File: src/rtl/ctrl_pipe_if.sv
// rtl/ctrl_pipe_if.sv - fetch/decode/EX handshake and control bundle for ctrl_pipe
interface ctrl_pipe_if #(
  parameter int DATA_W  = 16,
  parameter int ALUOP_W = 3
);
  logic               instr_valid;
  logic [DATA_W-1:0]  instr;
  logic               in_ready;
  logic               stall;
  logic [2:0]         flag_in;
  logic               flag_we;
  logic               ex_valid;
  logic [ALUOP_W-1:0] ex_aluop;
  logic               ex_reg_we;
  logic               ex_mem_en;
  logic               ex_mem_we;
  logic               ex_imm_sel;
  logic [1:0]         ex_wb_sel;
  logic               ex_hi;
  logic [1:0]         pc_sel;
  logic               flush;
  logic               exec_err;

  modport master (
    output instr_valid, instr, stall, flag_in, flag_we,
    input  in_ready, ex_valid, ex_aluop, ex_reg_we, ex_mem_en, ex_mem_we,
           ex_imm_sel, ex_wb_sel, ex_hi, pc_sel, flush, exec_err
  );

  modport slave (
    input  instr_valid, instr, stall, flag_in, flag_we,
    output in_ready, ex_valid, ex_aluop, ex_reg_we, ex_mem_en, ex_mem_we,
           ex_imm_sel, ex_wb_sel, ex_hi, pc_sel, flush, exec_err
  );
endinterface

File: src/rtl/ctrl_pipe.sv
// rtl/ctrl_pipe.sv - decode, branch/jump resolution, flag hazard hold and EXEC sequencing
module ctrl_pipe #(
  parameter int DATA_W      = 16,
  parameter int ALUOP_W     = 3,
  parameter int FLUSH_SLOTS = 1
) (
  input  logic       clk,
  input  logic       rst,
  ctrl_pipe_if.slave bus
);

  localparam logic [1:0] S_RUN  = 2'd0;
  localparam logic [1:0] S_HOLD = 2'd1;
  localparam logic [1:0] S_DROP = 2'd2;
  localparam logic [1:0] S_SLOT = 2'd3;

  localparam logic [2:0] DROP_INIT = 3'(FLUSH_SLOTS);

  logic [3:0] opc;
  logic [2:0] cond;
  logic       unused_instr;

  assign opc          = bus.instr[DATA_W-1 -: 4];
  assign cond         = bus.instr[DATA_W-5 -: 3];
  assign unused_instr = ^bus.instr[DATA_W-8:0];

  logic [ALUOP_W-1:0] dec_aluop;
  logic               dec_reg_we, dec_mem_en, dec_mem_we, dec_imm_sel, dec_hi;
  logic [1:0]         dec_wb_sel;
  logic               dec_setflag, dec_br, dec_jal, dec_jr, dec_exec;

  always_comb begin
    dec_aluop   = '0;
    dec_reg_we  = 1'b0;
    dec_mem_en  = 1'b0;
    dec_mem_we  = 1'b0;
    dec_imm_sel = 1'b0;
    dec_wb_sel  = 2'b00;
    dec_hi      = 1'b0;
    dec_setflag = 1'b0;
    dec_br      = 1'b0;
    dec_jal     = 1'b0;
    dec_jr      = 1'b0;
    dec_exec    = 1'b0;
    casez (opc)
      4'b00??: begin
        dec_aluop   = ALUOP_W'({1'b0, opc[1:0]});
        dec_reg_we  = 1'b1;
        dec_setflag = 1'b1;
      end
      4'b01??: begin
        dec_aluop   = ALUOP_W'({1'b1, opc[1:0]});
        dec_reg_we  = 1'b1;
        dec_imm_sel = 1'b1;
      end
      4'b1000: begin
        dec_reg_we  = 1'b1;
        dec_mem_en  = 1'b1;
        dec_imm_sel = 1'b1;
        dec_wb_sel  = 2'b01;
      end
      4'b1001: begin
        dec_mem_en  = 1'b1;
        dec_mem_we  = 1'b1;
        dec_imm_sel = 1'b1;
      end
      4'b101?: begin
        dec_reg_we = 1'b1;
        dec_wb_sel = 2'b11;
        dec_hi     = ~opc[0];
      end
      4'b1100: dec_br = 1'b1;
      4'b1101: begin
        dec_jal    = 1'b1;
        dec_reg_we = 1'b1;
        dec_wb_sel = 2'b10;
      end
      4'b1110: dec_jr   = 1'b1;
      default: dec_exec = 1'b1;
    endcase
  end

  function automatic logic br_taken(input logic [2:0] c, input logic [2:0] f);
    logic n, v, z;
    {n, v, z} = f;
    case (c)
      3'd0:    br_taken = z;
      3'd1:    br_taken = ~z;
      3'd2:    br_taken = ~z & ~n;
      3'd3:    br_taken = n;
      3'd4:    br_taken = z | ~n;
      3'd5:    br_taken = z | n;
      3'd6:    br_taken = v;
      default: br_taken = 1'b1;
    endcase
  endfunction

  logic [1:0]         state_q, state_d;
  logic [2:0]         flags_q, flags_d;
  logic [2:0]         drop_cnt_q, drop_cnt_d;
  logic               exec_pend_q, exec_pend_d;
  logic [2:0]         hold_cond_q, hold_cond_d;
  logic               ex_setflag_q, ex_setflag_d;
  logic               ex_valid_q, ex_valid_d;
  logic [ALUOP_W-1:0] ex_aluop_q, ex_aluop_d;
  logic               ex_reg_we_q, ex_reg_we_d;
  logic               ex_mem_en_q, ex_mem_en_d;
  logic               ex_mem_we_q, ex_mem_we_d;
  logic               ex_imm_sel_q, ex_imm_sel_d;
  logic [1:0]         ex_wb_sel_q, ex_wb_sel_d;
  logic               ex_hi_q, ex_hi_d;
  logic [1:0]         pc_sel_q, pc_sel_d;
  logic               flush_q, flush_d;
  logic               exec_err_q, exec_err_d;

  logic       accept, issue, use_dec, redirect;
  logic [1:0] redir_sel;

  assign accept = bus.instr_valid & (state_q != S_HOLD) & ~bus.stall;

  always_comb begin
    state_d     = state_q;
    flags_d     = bus.flag_we ? bus.flag_in : flags_q;
    drop_cnt_d  = drop_cnt_q;
    exec_pend_d = exec_pend_q;
    hold_cond_d = hold_cond_q;
    issue       = 1'b0;
    use_dec     = 1'b0;
    redirect    = 1'b0;
    redir_sel   = 2'b00;
    exec_err_d  = 1'b0;
    case (state_q)
      S_RUN: begin
        if (accept) begin
          // Same-cycle flag_we counts as already seen: branch uses the old flags.
          if (dec_br && ex_setflag_q && !bus.flag_we) begin
            state_d     = S_HOLD;
            hold_cond_d = cond;
          end else begin
            issue   = 1'b1;
            use_dec = 1'b1;
            if (dec_br && br_taken(cond, flags_q)) begin
              redirect  = 1'b1;
              redir_sel = 2'b01;
            end
            if (dec_jal) begin
              redirect  = 1'b1;
              redir_sel = 2'b01;
            end
            if (dec_jr || dec_exec) begin
              redirect  = 1'b1;
              redir_sel = 2'b10;
            end
            if (dec_exec) exec_pend_d = 1'b1;
          end
        end
      end
      S_HOLD: begin
        // The held branch issues as a bubble-like control word and sees the fresh flags.
        if (bus.flag_we) begin
          issue   = 1'b1;
          state_d = S_RUN;
          if (br_taken(hold_cond_q, bus.flag_in)) begin
            redirect  = 1'b1;
            redir_sel = 2'b01;
          end
        end
      end
      S_DROP: begin
        if (accept) begin
          drop_cnt_d = drop_cnt_q - 3'd1;
          if (drop_cnt_q <= 3'd1) begin
            drop_cnt_d = 3'd0;
            state_d    = exec_pend_q ? S_SLOT : S_RUN;
          end
        end
      end
      default: begin
        if (accept) begin
          exec_pend_d = 1'b0;
          redirect    = 1'b1;
          redir_sel   = 2'b11;
          if (dec_br || dec_jal || dec_jr || dec_exec) begin
            exec_err_d = 1'b1;
          end else begin
            issue   = 1'b1;
            use_dec = 1'b1;
          end
        end
      end
    endcase
    if (redirect) begin
      state_d    = S_DROP;
      drop_cnt_d = DROP_INIT;
    end
  end

  always_comb begin
    ex_valid_d   = issue;
    ex_aluop_d   = use_dec ? dec_aluop : '0;
    ex_reg_we_d  = use_dec & dec_reg_we;
    ex_mem_en_d  = use_dec & dec_mem_en;
    ex_mem_we_d  = use_dec & dec_mem_we;
    ex_imm_sel_d = use_dec & dec_imm_sel;
    ex_wb_sel_d  = use_dec ? dec_wb_sel : 2'b00;
    ex_hi_d      = use_dec & dec_hi;
    ex_setflag_d = use_dec & dec_setflag;
    pc_sel_d     = redir_sel;
    flush_d      = redirect;
  end

  always_ff @(posedge clk) begin
    if (rst) begin
      state_q      <= S_RUN;
      flags_q      <= 3'b000;
      drop_cnt_q   <= 3'd0;
      exec_pend_q  <= 1'b0;
      hold_cond_q  <= 3'd0;
      ex_setflag_q <= 1'b0;
      ex_valid_q   <= 1'b0;
      ex_aluop_q   <= '0;
      ex_reg_we_q  <= 1'b0;
      ex_mem_en_q  <= 1'b0;
      ex_mem_we_q  <= 1'b0;
      ex_imm_sel_q <= 1'b0;
      ex_wb_sel_q  <= 2'b00;
      ex_hi_q      <= 1'b0;
      pc_sel_q     <= 2'b00;
      flush_q      <= 1'b0;
      exec_err_q   <= 1'b0;
    end else if (!bus.stall) begin
      state_q      <= state_d;
      flags_q      <= flags_d;
      drop_cnt_q   <= drop_cnt_d;
      exec_pend_q  <= exec_pend_d;
      hold_cond_q  <= hold_cond_d;
      ex_setflag_q <= ex_setflag_d;
      ex_valid_q   <= ex_valid_d;
      ex_aluop_q   <= ex_aluop_d;
      ex_reg_we_q  <= ex_reg_we_d;
      ex_mem_en_q  <= ex_mem_en_d;
      ex_mem_we_q  <= ex_mem_we_d;
      ex_imm_sel_q <= ex_imm_sel_d;
      ex_wb_sel_q  <= ex_wb_sel_d;
      ex_hi_q      <= ex_hi_d;
      pc_sel_q     <= pc_sel_d;
      flush_q      <= flush_d;
      exec_err_q   <= exec_err_d;
    end
  end

  assign bus.in_ready   = (state_q != S_HOLD);
  assign bus.ex_valid   = ex_valid_q;
  assign bus.ex_aluop   = ex_aluop_q;
  assign bus.ex_reg_we  = ex_reg_we_q;
  assign bus.ex_mem_en  = ex_mem_en_q;
  assign bus.ex_mem_we  = ex_mem_we_q;
  assign bus.ex_imm_sel = ex_imm_sel_q;
  assign bus.ex_wb_sel  = ex_wb_sel_q;
  assign bus.ex_hi      = ex_hi_q;
  assign bus.pc_sel     = pc_sel_q;
  assign bus.flush      = flush_q;
  assign bus.exec_err   = exec_err_q;

endmodule

File: src/flat_wrapper.sv
// flat-port wrapper written by rule: the top's interface ports become plain ports
module ctrl_pipe_flat 
#(
  parameter int DATA_W      = 16,
  parameter int ALUOP_W     = 3,
  parameter int FLUSH_SLOTS = 1
)
  (clk, rst, bus_instr_valid, bus_instr, bus_stall, bus_flag_in, bus_flag_we, bus_in_ready, bus_ex_valid, bus_ex_aluop, bus_ex_reg_we, bus_ex_mem_en, bus_ex_mem_we, bus_ex_imm_sel, bus_ex_wb_sel, bus_ex_hi, bus_pc_sel, bus_flush, bus_exec_err);
  ctrl_pipe_if #(.DATA_W(DATA_W), .ALUOP_W(ALUOP_W)) bus_i ();
  input  logic clk;
  input  logic rst;
  input wire logic [$bits(bus_i.instr_valid)-1:0] bus_instr_valid;
  input wire logic [$bits(bus_i.instr)-1:0] bus_instr;
  input wire logic [$bits(bus_i.stall)-1:0] bus_stall;
  input wire logic [$bits(bus_i.flag_in)-1:0] bus_flag_in;
  input wire logic [$bits(bus_i.flag_we)-1:0] bus_flag_we;
  output wire logic [$bits(bus_i.in_ready)-1:0] bus_in_ready;
  output wire logic [$bits(bus_i.ex_valid)-1:0] bus_ex_valid;
  output wire logic [$bits(bus_i.ex_aluop)-1:0] bus_ex_aluop;
  output wire logic [$bits(bus_i.ex_reg_we)-1:0] bus_ex_reg_we;
  output wire logic [$bits(bus_i.ex_mem_en)-1:0] bus_ex_mem_en;
  output wire logic [$bits(bus_i.ex_mem_we)-1:0] bus_ex_mem_we;
  output wire logic [$bits(bus_i.ex_imm_sel)-1:0] bus_ex_imm_sel;
  output wire logic [$bits(bus_i.ex_wb_sel)-1:0] bus_ex_wb_sel;
  output wire logic [$bits(bus_i.ex_hi)-1:0] bus_ex_hi;
  output wire logic [$bits(bus_i.pc_sel)-1:0] bus_pc_sel;
  output wire logic [$bits(bus_i.flush)-1:0] bus_flush;
  output wire logic [$bits(bus_i.exec_err)-1:0] bus_exec_err;
  assign bus_i.instr_valid = bus_instr_valid;
  assign bus_i.instr = bus_instr;
  assign bus_i.stall = bus_stall;
  assign bus_i.flag_in = bus_flag_in;
  assign bus_i.flag_we = bus_flag_we;
  assign bus_in_ready = bus_i.in_ready;
  assign bus_ex_valid = bus_i.ex_valid;
  assign bus_ex_aluop = bus_i.ex_aluop;
  assign bus_ex_reg_we = bus_i.ex_reg_we;
  assign bus_ex_mem_en = bus_i.ex_mem_en;
  assign bus_ex_mem_we = bus_i.ex_mem_we;
  assign bus_ex_imm_sel = bus_i.ex_imm_sel;
  assign bus_ex_wb_sel = bus_i.ex_wb_sel;
  assign bus_ex_hi = bus_i.ex_hi;
  assign bus_pc_sel = bus_i.pc_sel;
  assign bus_flush = bus_i.flush;
  assign bus_exec_err = bus_i.exec_err;
  ctrl_pipe #(.DATA_W(DATA_W), .ALUOP_W(ALUOP_W), .FLUSH_SLOTS(FLUSH_SLOTS)) u_core (.clk(clk), .rst(rst), .bus(bus_i));
endmodule
File: config.mk
export PLATFORM = sky130hd
export DESIGN_NAME = ctrl_pipe_flat
export DESIGN_NICKNAME = d
export VERILOG_FILES = /design/src/rtl/ctrl_pipe_if.sv /design/src/rtl/ctrl_pipe.sv /design/src/flat_wrapper.sv
export SDC_FILE = /design/constraint.sdc
export NUM_CORES = 1
export LEC_CHECK = 0
export BUFFER_PORTS_ARGS = -buffer_cell sky130_fd_sc_hd__buf_2
export CELL_PAD_IN_SITES_DETAIL_PLACEMENT = 0
export CELL_PAD_IN_SITES_GLOBAL_PLACEMENT = 1
export CORE_UTILIZATION = 38
export DETAILED_ROUTE_END_ITERATION = 8
export PLACE_DENSITY = 0.83
export SYNTH_ARGS = -nofsm -noshare
export SYNTH_HDL_FRONTEND = slang
export SYNTH_SLANG_ARGS = --single-unit
File: constraint.sdc
create_clock -name clk -period 2.04 [get_ports clk]
set_input_delay 0.102 -clock clk [delete_from_list [all_inputs] [get_ports clk]]
set_output_delay 0.102 -clock clk [all_outputs]
set_load 0.01 [all_outputs]
==> impl_metrics.py <==
metrics = {
    "synthesis": {
        "synth.distinct_cells": 45,
        "synth-async-reset-ratio": 0,
        "netlist_instances": 186,
        "synth_largest_area_cell": "dfxtp_1",
        "synth_edf_count": 0,
        "netlist_top_cells_count": "dfxtp_1 (28), nor2_1 (28), a21oi_1 (16), inv_1 (13), nand2_1 (12)",
        "synth.top_cell.area_share": 0.365,
        "synthFlopType": "dfxtp_1",
        "yosysWarnings": 0,
        "syn_nets": 216,
        "avgSynthCellArea_um2": 8.26,
        "yosysSeqAreaShare": 0.365,
        "ys_ff_latch": 28,
        "synth.cell_area_um2": 1540,
        "synth_area_leaders": "dfxtp_1 (36%), nor2_1 (6.8%), a21oi_1 (5.2%), ha_1 (4.9%), mux2i_1 (4.6%)",
    },
    "global_routing": {
        "grt_pass1_wl_um": 6300,
        "antenna_found_initial": 0,
        "grt_use_total": 0.184,
        "grt_overflow": 0,
        "grt_max_degree": 30,
        "first_global_vias": 1378,
    },
    "min_path": {
        "hp-class": "in2reg",
    },
    "sta": {
        "max_freq_ghz": 0.526,
        "setup_viol": 0,
        "fin_crit_ns": 1.90,
        "maxSlewViolCount": 0,
        "fin_skew_ns": 0.00355,
        "period_share": 0.932,
        "fin_ws_ns": 0.139,
        "slew_headroom": 0.639,
        "hold_viol_final": 0,
        "worst_slew_pin_slew_ns": 0.541,
    },
    "floorplanning": {
        "pin_count": 40,
        "die-area_um2": 4300,
        "die_h_um": 65.6,
        "die_w_um": 65.6,
        "coreArea_um2": 3770,
        "initial_utilization": 0.407,
        "core.rowCount": 22,
    },
    "drt": {
        "vias": 1456,
        "avgViaCountPerCell": 5.54,
        "wl_per_cell_um": 13.8,
        "drtIter0Drc": 65,
        "dr.pass1.iters": 4,
        "drt_wl_total_um": 3640,
        "drc_errors": 0,
        "ant_nets": 0,
    },
    "critical_path": {
        "rr_worst_depth": 8,
        "timing.rr.end": "u_core.state_q[1]",
        "cpMaxStageDelayCell": "dfxtp_1",
        "path_cells": "inv_1, ha_1, inv_1, nand3_2, o32ai_4, and3_2, a41oi_1, a31oi_1",
        "worst_ep_arrival_time_ns": 2.11,
        "cp-end-kind": "flop",
        "slowest_delay_ns": 0.37,
        "critPathMostFrequentCell": "inv_1",
        "startpoint": "u_core.state_q[1]",
        "path_class": "reg2reg",
        "crit_end": "u_core.state_q[1]",
        "r2r-start": "u_core.state_q[1]",
        "cp_data_required_time_ns": 2.25,
        "cp-start-kind": "flop",
        "crit_fanout": 4,
        "rrSetupSlack_ns": 0.14,
    },
    "pwr": {
        "power_mw": 1.11,
        "p_per_area_nw_per_um2": 610,
        "p_sw_frac": 0.271,
        "clockPowerShare": 0.315,
        "p_sw_mw": 0.299,
        "sequentialPowerShare": 0.518,
        "internal_power_mw": 0.806,
        "peakVddDrop_mv": 0.318,
        "leakage_nw": 0.730,
        "pwr-share-comb": 0.167,
    },
    "cts": {
        "htree_levels": 1,
        "clock-sinks": 28,
        "clk_pin_slew_ns": 0.10,
        "clock_latency_ns": 0.28,
        "cts_made_buffers": 3,
        "tritoncts": "done",
        "clock_path_buffers": 2,
        "root_buffer": "clkbuf_8",
        "holdBufCountCts": 0,
    },
    "finish": {
        "fin_cells": 263,
        "syn_to_final_growth_pct": 18.0,
        "utilization": 0.481,
        "diodes": 0,
        "nNetsFinal": 246,
        "drive_above_1_share": 0.228,
    },
    "placement": {
        "pre_cts_slack_ns": 0.0846,
        "dp_cells": 259,
        "port_buffers": 30,
        "dp.final_hpwl_um": 2670,
        "gp_congestion": 0.801,
    },
    "outcome": {
        "status": "completed",
    },
    "job": {
        "maxCapViolCount": 0,
    },
}
-- repair_timing --
action | CTS | global route
endpoints found under the hold margin | 0 | 0
resized for setup | 0 | 6
setup buffers | 0 | 0
setup endpoints to repair | 0 | 13
-- logic make-up (layout without fill, tap and decap cells) --
logic type	count (synthesis)	count (layout)	synth area share
AOI/OAI and AO/OA	50	50	0.226
DFF	28	28	0.365
muxes	7	7	0.0456
and+or+nand+nor	75	75	0.261
adders and majority gates	6	6	0.0489
buffers and inverters	20	49	0.0546
-- through the flow --
| step | instance area (um2) | TNS (ns) | hold slack, ns |
|---|---|---|---|
| after global routing | 1810 | -0.0202 | 0.122 |
| after global placement | 1730 | 0 | 0.379 |
| final | 1810 | 0 | 0.0950 |
| after floorplan | 1540 | 0 | 0.246 |
| after detailed placement | 1730 | 0 | 0.388 |
| after CTS | 1780 | 0 | 0.0961 |
-- power groups by stage --
stage | sequential, mW | combinational [mW] | clock [mW]
after floorplan | 0.589 | 0.112 | 0
after global placement | 0.585 | 0.175 | 0
after detailed placement | 0.586 | 0.176 | 0
after CTS | 0.573 | 0.177 | 0.356
after global routing | 0.576 | 0.205 | 0.372
final | 0.573 | 0.185 | 0.348
-- cells in the final DEF (no fill, tap or decap), types with 4 or more instances in the layout --
cell / count
ha_1: 5
nor3_1: 5
nand2_1: 12
mux2i_1: 7
inv_1: 13
clkbuf_8: 4
a22oi_1: 7
dfxtp_1: 28
buf_2: 30
a21oi_1: 16
a31oi_1: 6
o21ai_0: 5
nor2_1: 27
-- worst min path at each step --
| stage | cells after the start | startpoint | end | slack, ns |
|---|---|---|---|---|
| final | 3 | bus_flag_in[1] | u_core.flags_q[1] | 0.09 |
| after global routing | 3 | bus_flag_in[1] | u_core.flags_q[1] | 0.12 |
| after CTS | 3 | bus_flag_in[1] | u_core.flags_q[1] | 0.1 |
| after detailed placement | 3 | bus_flag_in[1] | u_core.flags_q[1] | 0.39 |
| after global placement | 3 | bus_flag_in[1] | u_core.flags_q[1] | 0.38 |
| after floorplan | 2 | bus_instr[9] | u_core.hold_cond_q[0] | 0.25 |
-- critical path, delay by kind of cell (launching register included) --
| family | cells | cell delay, ns |
|---|---|---|
| buffers and inverters | 2 | 0.24 |
| AOI/OAI and AO/OA | 3 | 0.56 |
| and+or+nand+nor | 2 | 0.42 |
| DFF | 1 | 0.37 |
| adders and majority gates | 1 | 0.24 |
-- layout make-up --
type	count	area, um2
clock buffers	4	55.1
fillers	385	1960
inverters	13	48.8
multi-input cells	138	923
flip-flops and latches	28	561
well taps	48	60.1
repair buffers	32	165
-- flip-flops by register name, summed over array words and instances, names as in the netlist, 2 cells and up --
signal / count
u_core.flags_q: 3
u_core.hold_cond_q: 3
u_core.state_q: 2
u_core.bus.ex_wb_sel: 2
u_core.drop_cnt_q: 3
u_core.bus.ex_aluop: 3
u_core.bus.pc_sel: 2
-- layer usage --
metal	routed length, um	up-vias	global-route usage
met2	1630	34	0.295
li1	-	732	-
met4	29	0	0.0408
met5	0	-	0
met1	1820	686	0.262
met3	162	4	0.0226
Note: power is estimated with default switching activity, not from simulation.
